**src/rtl/pos_pkg.sv**
```systemverilog
// Shared constants for the wheel-encoder position manager: clear-bit indices
// and default widths.
package pos_pkg;
  localparam int CLR_REL    = 0;
  localparam int CLR_ABS    = 1;
  localparam int DEF_NUM_CH = 2;
  localparam int DEF_POS_W  = 16;
  localparam int DEF_TS_W   = 32;
endpackage

```
**src/rtl/pos_channel.sv**
```systemverilog
// One encoder channel: rising-edge detect, absolute and saturating relative counters.
// POS_INPUT_SYNC_EN adds a 2-flop input synchroniser ahead of the edge detector.
module pos_channel import pos_pkg::*; #(
  parameter int POS_W = DEF_POS_W
) (
  input  logic             clk,
  input  logic             reset,
  input  logic             sensor_i,
  input  logic             clr_rel_i,
  input  logic             clr_abs_i,
  input  logic             rebase_en_i,
  input  logic [POS_W-1:0] min_rel_i,
  output logic [POS_W-1:0] abs_o,
  output logic [POS_W-1:0] rel_o,
  output logic             ovf_o
);
  logic             sens_w, sensor_q, edge_w;
  logic [POS_W-1:0] abs_q, abs_d, rel_q, rel_d, rel_sub;
  logic [POS_W:0]   rel_sum;
  logic             ovf_q, ovf_d;

`ifdef POS_INPUT_SYNC_EN
  logic [1:0] sync_q;
  always_ff @(posedge clk or posedge reset)
    if (reset) sync_q <= '0;
    else       sync_q <= {sync_q[0], sensor_i};
  assign sens_w = sync_q[1];
`else
  assign sens_w = sensor_i;
`endif

  assign edge_w  = sens_w & ~sensor_q;
  // rel is never below the shared minimum, so the subtraction cannot borrow
  assign rel_sub = rel_q - (rebase_en_i ? min_rel_i : '0);
  assign rel_sum = {1'b0, rel_sub} + {{POS_W{1'b0}}, edge_w};

  always_comb begin
    abs_d = clr_abs_i ? '0 : abs_q + {{(POS_W-1){1'b0}}, edge_w};
    rel_d = rel_sum[POS_W] ? '1 : rel_sum[POS_W-1:0];
    ovf_d = ovf_q | rel_sum[POS_W];
    if (clr_rel_i) begin
      rel_d = '0;
      ovf_d = 1'b0;
    end
  end

  always_ff @(posedge clk or posedge reset)
    if (reset) begin
      sensor_q <= 1'b0;
      abs_q    <= '0;
      rel_q    <= '0;
      ovf_q    <= 1'b0;
    end else begin
      sensor_q <= sens_w;
      abs_q    <= abs_d;
      rel_q    <= rel_d;
      ovf_q    <= ovf_d;
    end

  assign abs_o = abs_q;
  assign rel_o = rel_q;
  assign ovf_o = ovf_q;
endmodule

```
**src/rtl/pos_manager_n.sv**
```systemverilog
// N-channel encoder position manager: per-channel counters, shared rebase,
// differences against channel 0, cycle counter and atomic snapshot.
module pos_manager_n import pos_pkg::*; #(
  parameter int NUM_CH = DEF_NUM_CH,
  parameter int POS_W  = DEF_POS_W,
  parameter int TS_W   = DEF_TS_W
) (
  input  logic                       clk,
  input  logic                       reset,
  input  logic [NUM_CH-1:0]          sensor,
  input  logic [1:0]                 clear,
  input  logic                       snap,
  output logic [NUM_CH*POS_W-1:0]    pos_abs,
  output logic [NUM_CH*POS_W-1:0]    pos_rel,
  output logic [(NUM_CH-1)*POS_W-1:0] pos_diff,
  output logic [TS_W-1:0]            count_clk,
  output logic                       rebase,
  output logic [NUM_CH-1:0]          ovf,
  output logic                       snap_valid,
  output logic [TS_W-1:0]            snap_ts,
  output logic [NUM_CH*POS_W-1:0]    snap_rel
);
  logic [NUM_CH-1:0][POS_W-1:0] abs_w, rel_w, snap_rel_q;
  logic [POS_W-1:0]             min_w;
  logic                         r_w;
  logic [TS_W-1:0]              cnt_q, cnt_d, snap_ts_q;
  logic                         rebase_q, rebase_d, snap_vld_q;

  // Rebase when any relative counter reaches its top half
  always_comb begin
    min_w = rel_w[0];
    r_w   = 1'b0;
    for (int i = 0; i < NUM_CH; i++) begin
      if (rel_w[i] < min_w) min_w = rel_w[i];
      r_w = r_w | rel_w[i][POS_W-1];
    end
  end

  for (genvar g = 0; g < NUM_CH; g++) begin : g_ch
    pos_channel #(.POS_W(POS_W)) u_ch (
      .clk        (clk),
      .reset      (reset),
      .sensor_i   (sensor[g]),
      .clr_rel_i  (clear[CLR_REL]),
      .clr_abs_i  (clear[CLR_ABS]),
      .rebase_en_i(r_w),
      .min_rel_i  (min_w),
      .abs_o      (abs_w[g]),
      .rel_o      (rel_w[g]),
      .ovf_o      (ovf[g])
    );
  end

  for (genvar g = 1; g < NUM_CH; g++) begin : g_diff
    assign pos_diff[(g-1)*POS_W +: POS_W] = rel_w[g] - rel_w[0];
  end

  always_comb begin
    cnt_d    = clear[CLR_REL] ? '0 : cnt_q + 1'b1;
    rebase_d = r_w & ~clear[CLR_REL];
  end

  always_ff @(posedge clk or posedge reset)
    if (reset) begin
      cnt_q      <= '0;
      rebase_q   <= 1'b0;
      snap_vld_q <= 1'b0;
      snap_ts_q  <= '0;
      snap_rel_q <= '0;
    end else begin
      cnt_q      <= cnt_d;
      rebase_q   <= rebase_d;
      snap_vld_q <= snap;
      // capture pre-update values so a coincident clear/rebase is not seen
      if (snap) begin
        snap_ts_q  <= cnt_q;
        snap_rel_q <= rel_w;
      end
    end

  assign pos_abs    = abs_w;
  assign pos_rel    = rel_w;
  assign count_clk  = cnt_q;
  assign rebase     = rebase_q;
  assign snap_valid = snap_vld_q;
  assign snap_ts    = snap_ts_q;
  assign snap_rel   = snap_rel_q;
endmodule

```
**config.mk**
```make
export PLATFORM = sky130hd
export DESIGN_NAME = pos_manager_n
export DESIGN_NICKNAME = d
export VERILOG_FILES = /design/src/rtl/pos_pkg.sv /design/src/rtl/pos_channel.sv /design/src/rtl/pos_manager_n.sv
export SDC_FILE = /design/constraint.sdc
export NUM_CORES = 1
export LEC_CHECK = 0
export ABC_AREA = 0
export CAP_MARGIN = 20
export CORE_ASPECT_RATIO = 1.4
export CORE_UTILIZATION = 45
export DETAILED_ROUTE_END_ITERATION = 12
export PLACE_DENSITY = 0.79
export SLEW_MARGIN = 20
export SYNTH_ARGS = -nofsm -noshare
export SYNTH_HDL_FRONTEND = slang
export SYNTH_HIERARCHICAL = 1
export SYNTH_SLANG_ARGS = --single-unit
```
**constraint.sdc**
```tcl
create_clock -name clk -period 11.4 [get_ports clk]
set_clock_uncertainty 0.05 [all_clocks]
set_input_delay 1.71 -clock clk [delete_from_list [all_inputs] [get_ports clk]]
set_output_delay 1.71 -clock clk [all_outputs]
set_load 0.1 [all_outputs]
```
==> impl_metrics.py <==
metrics = {
    "finish": {
        "layout-drive-gt1-share": 0.136,
        "area_delta_synth_final_pct": 23.5,
        "diodes": 0,
        "fin_area_mm2": 0.0139,
        "multi_input_area_mm2": 0.00666,
        "regArea_mm2": 0.00415,
        "nets": 1402,
        "nFillCells": 2117,
    },
    "floorplan": {
        "die_h_um": 189,
        "fp-row-count": 68,
        "fp.dieW_um": 136,
        "dieArea_mm2": 0.0257,
        "coreArea_mm2": 0.0246,
        "initial_core_util": 0.458,
        "boundaryPins": 187,
    },
    "cts": {
        "h-tree-depth": 4,
        "postCtsSetupRepairBufs": 0,
        "cts_buffers": 17,
        "clk_latency_ps": 450,
        "holdBufCountCts": 0,
        "ctsRootBufferMaster": "clkbuf_16",
        "cts.clk_slew.worst_paths_ps": 80,
        "cts_sinks": 166,
        "clockBufferDepth": 2,
        "cts_tree": "yes",
        "cts_resized": 0,
    },
    "yosys": {
        "synth_top_area_frac": 0.369,
        "synth.cell_area_mm2": 0.0113,
        "synth_edf_count": 0,
        "ys_top_cells_by_count": "dfrtp_1, nand2_1, nor2_1, a21oi_1, nand3_1",
        "ys_async_sr_fraction": 1.00,
        "synth_warnings": 6,
        "synth_area_leaders": "dfrtp_1, ha_1, mux2_2",
        "yosysMostFrequentCell": "dfrtp_1",
        "netlist.top_cell.by_area": "dfrtp_1",
        "postSynthCellCount": 1165,
        "ys_types": 92,
        "syn_avg_cell_area_um2": 9.68,
        "synth_seq_cells": 166,
        "synth_ff_type": "dfrtp_1",
        "yosysSeqAreaShare": 0.369,
        "syn-num-nets": 1239,
    },
    "placed_design": {
        "io_buffers": 186,
        "dp_hpwl_mm": 22.6,
        "place_ws_ps": 6030,
        "place.gp.congestion": 0.959,
        "placed_cell_area_mm2": 0.0133,
    },
    "critical_path": {
        "startpoint_type": "flip-flop",
        "worstSetupPathType": "reg -> out",
        "crit_path_max_fanout": 5,
        "critPathCaptureType": "primary output",
        "cp.required_ps": 9640,
        "arrival_ps": 4080,
    },
    "job": {
        "cap_violations": 0,
    },
    "detailed_routing": {
        "ant_nets": 0,
        "route.detailed.drc": 0,
        "wl_mm": 30.5,
        "drt_iter0_drc": 698,
        "viasPerCell": 5.83,
        "vias": 9649,
        "routedWlPerCell_um": 18.4,
        "dr.pass1.iters": 6,
    },
    "timing": {
        "worst_pin_slew_ps": 1070,
        "tns_ps": 0,
        "period_needed_ps": 5840,
        "setup_viol": 0,
        "hold_violations": 0,
        "setup_ws_ps": 5560,
        "fin_crit_sh": 0.513,
        "relSlewSlack": 0.286,
        "rsz0062_at_grt": "no",
        "slew_violations": 0,
        "max_freq_mhz": 171,
    },
    "global_routing": {
        "grt_pass1_wl_mm": 48.5,
        "grt.total_usage": 0.241,
        "grt_pass1_vias": 9422,
        "overflow": 0,
        "grt_start_max_net_pins": 81,
        "antenna_found_initial": 0,
    },
    "outcome": {
        "status": "finished, final reports clean",
    },
    "hold_path": {
        "hold_path.class": "reg -> reg",
    },
}
[cell usage in the layout (no fill, tap or decap), types with 6 or more instances in the layout]
master           count
nand2_1             81
mux2_2              64
a21oi_2             14
xnor2_1             50
o211ai_1             7
mux2i_1              7
dfrtp_1            166
xor2_1              35
o21ai_0             36
a31oi_1              6
nand4_1             23
ha_1                64
nor2b_1             25
a211oi_1             7
and3_1              17
nor3b_1              6
buf_4               10
clkbuf_16           17
inv_1               46
and4_1               9
a22oi_1             16
or3_1               19
nor3_1              19
clkdlybuf4s50_1    183
a21oi_1             76
nor2_1              81
a21o_1              12
nand3_1             71
and2_1               8
a211o_1             17
[state kept, by name, summed over array words and instances, names as in the netlist]
signal / flops
g_ch.u_ch/sensor_q: 2
g_ch.u_ch/rel_o: 32
count_clk: 32
g_ch.u_ch/ovf_o: 2
snap_rel: 32
rebase: 1
g_ch.u_ch/abs_o: 32
snap_ts: 32
snap_valid: 1
[logic make-up (layout without fill, tap and decap cells)]
group                      count (synthesis)  after routing  share of synthesized area
and+or+nand+nor                          424            424                      0.218
xor gates and xnor gates                  88             88                     0.0704
muxes                                     71             71                     0.0702
DFF                                      166            166                      0.369
buffers and inverters                    100            276                     0.0407
adders and majority gates                 67             67                     0.0764
AOI/OAI and AO/OA                        249            249                      0.156
[layout make-up]
type,instances,share of cell area
tap,315,0.0283
timing repair buffer,197,0.140
clock inverter,12,0.00926
inverter,47,0.0129
multi-input combinational,899,0.478
clock buffer,20,0.0328
sequential,166,0.298
[metal layers]
layer / global-route usage / vias to the layer above / wire length (µm)
met2: 0.419 / 350 / 15200
met5: 0 / - / 0
met1: 0.277 / 4669 / 12300
li1: - / 4559 / -
met3: 0.0530 / 71 / 1910
met4: 0.115 / 0 / 1100
[path summary, 6_finish.rpt]
| kind | start | to | slack, ps | cells past startpoint |
|---|---|---|---|---|
| setup / recovery | g_ch[1].u_ch/rel_o[0]$_DFF_PP0_ | pos_diff[12] | 5560 | 9 |
| hold / removal | snap_ts[5]$_DFFE_PP0P_ | snap_ts[5]$_DFFE_PP0P_ | 460 | 1 |
| setup reg to reg | g_ch[0].u_ch/rel_o[13]$_DFF_PP0_ | g_ch[0].u_ch/rel_o[13]$_DFF_PP0_ | 5970 | 18 |
| hold reg to reg | snap_ts[5]$_DFFE_PP0P_ | snap_ts[5]$_DFFE_PP0P_ | 460 | 1 |
| max in group asynchronous | reset | snap_rel[27]$_DFFE_PP0P_ | 8770 | 4 |
| min in group asynchronous | reset | snap_rel[31]$_DFFE_PP0P_ | 1550 | 2 |
[per-stage QoR]
step,hold WS [ps],util,instances
5_1_grt,476,0.566,1656
3_3_place_gp,438,0.541,1623
4_1_cts,460,0.565,1655
6_report,456,0.566,1656
2_1_floorplan,687,-,1165
3_5_place_dp,445,0.541,1623
[critical path, stage by stage (launching register included)]
cell	delay (ps)
dfrtp_1	470
inv_1	90
ha_1	220
fa_1	400
nand2b_1	200
a21oi_2	250
o21bai_1	190
a2111o_1	480
o311ai_1	120
clkdlybuf4s50_1	1210
Power is left out: the tool's default activity adds up to more than one toggle a clock period on the data nets, which glitch-free logic cannot reach.
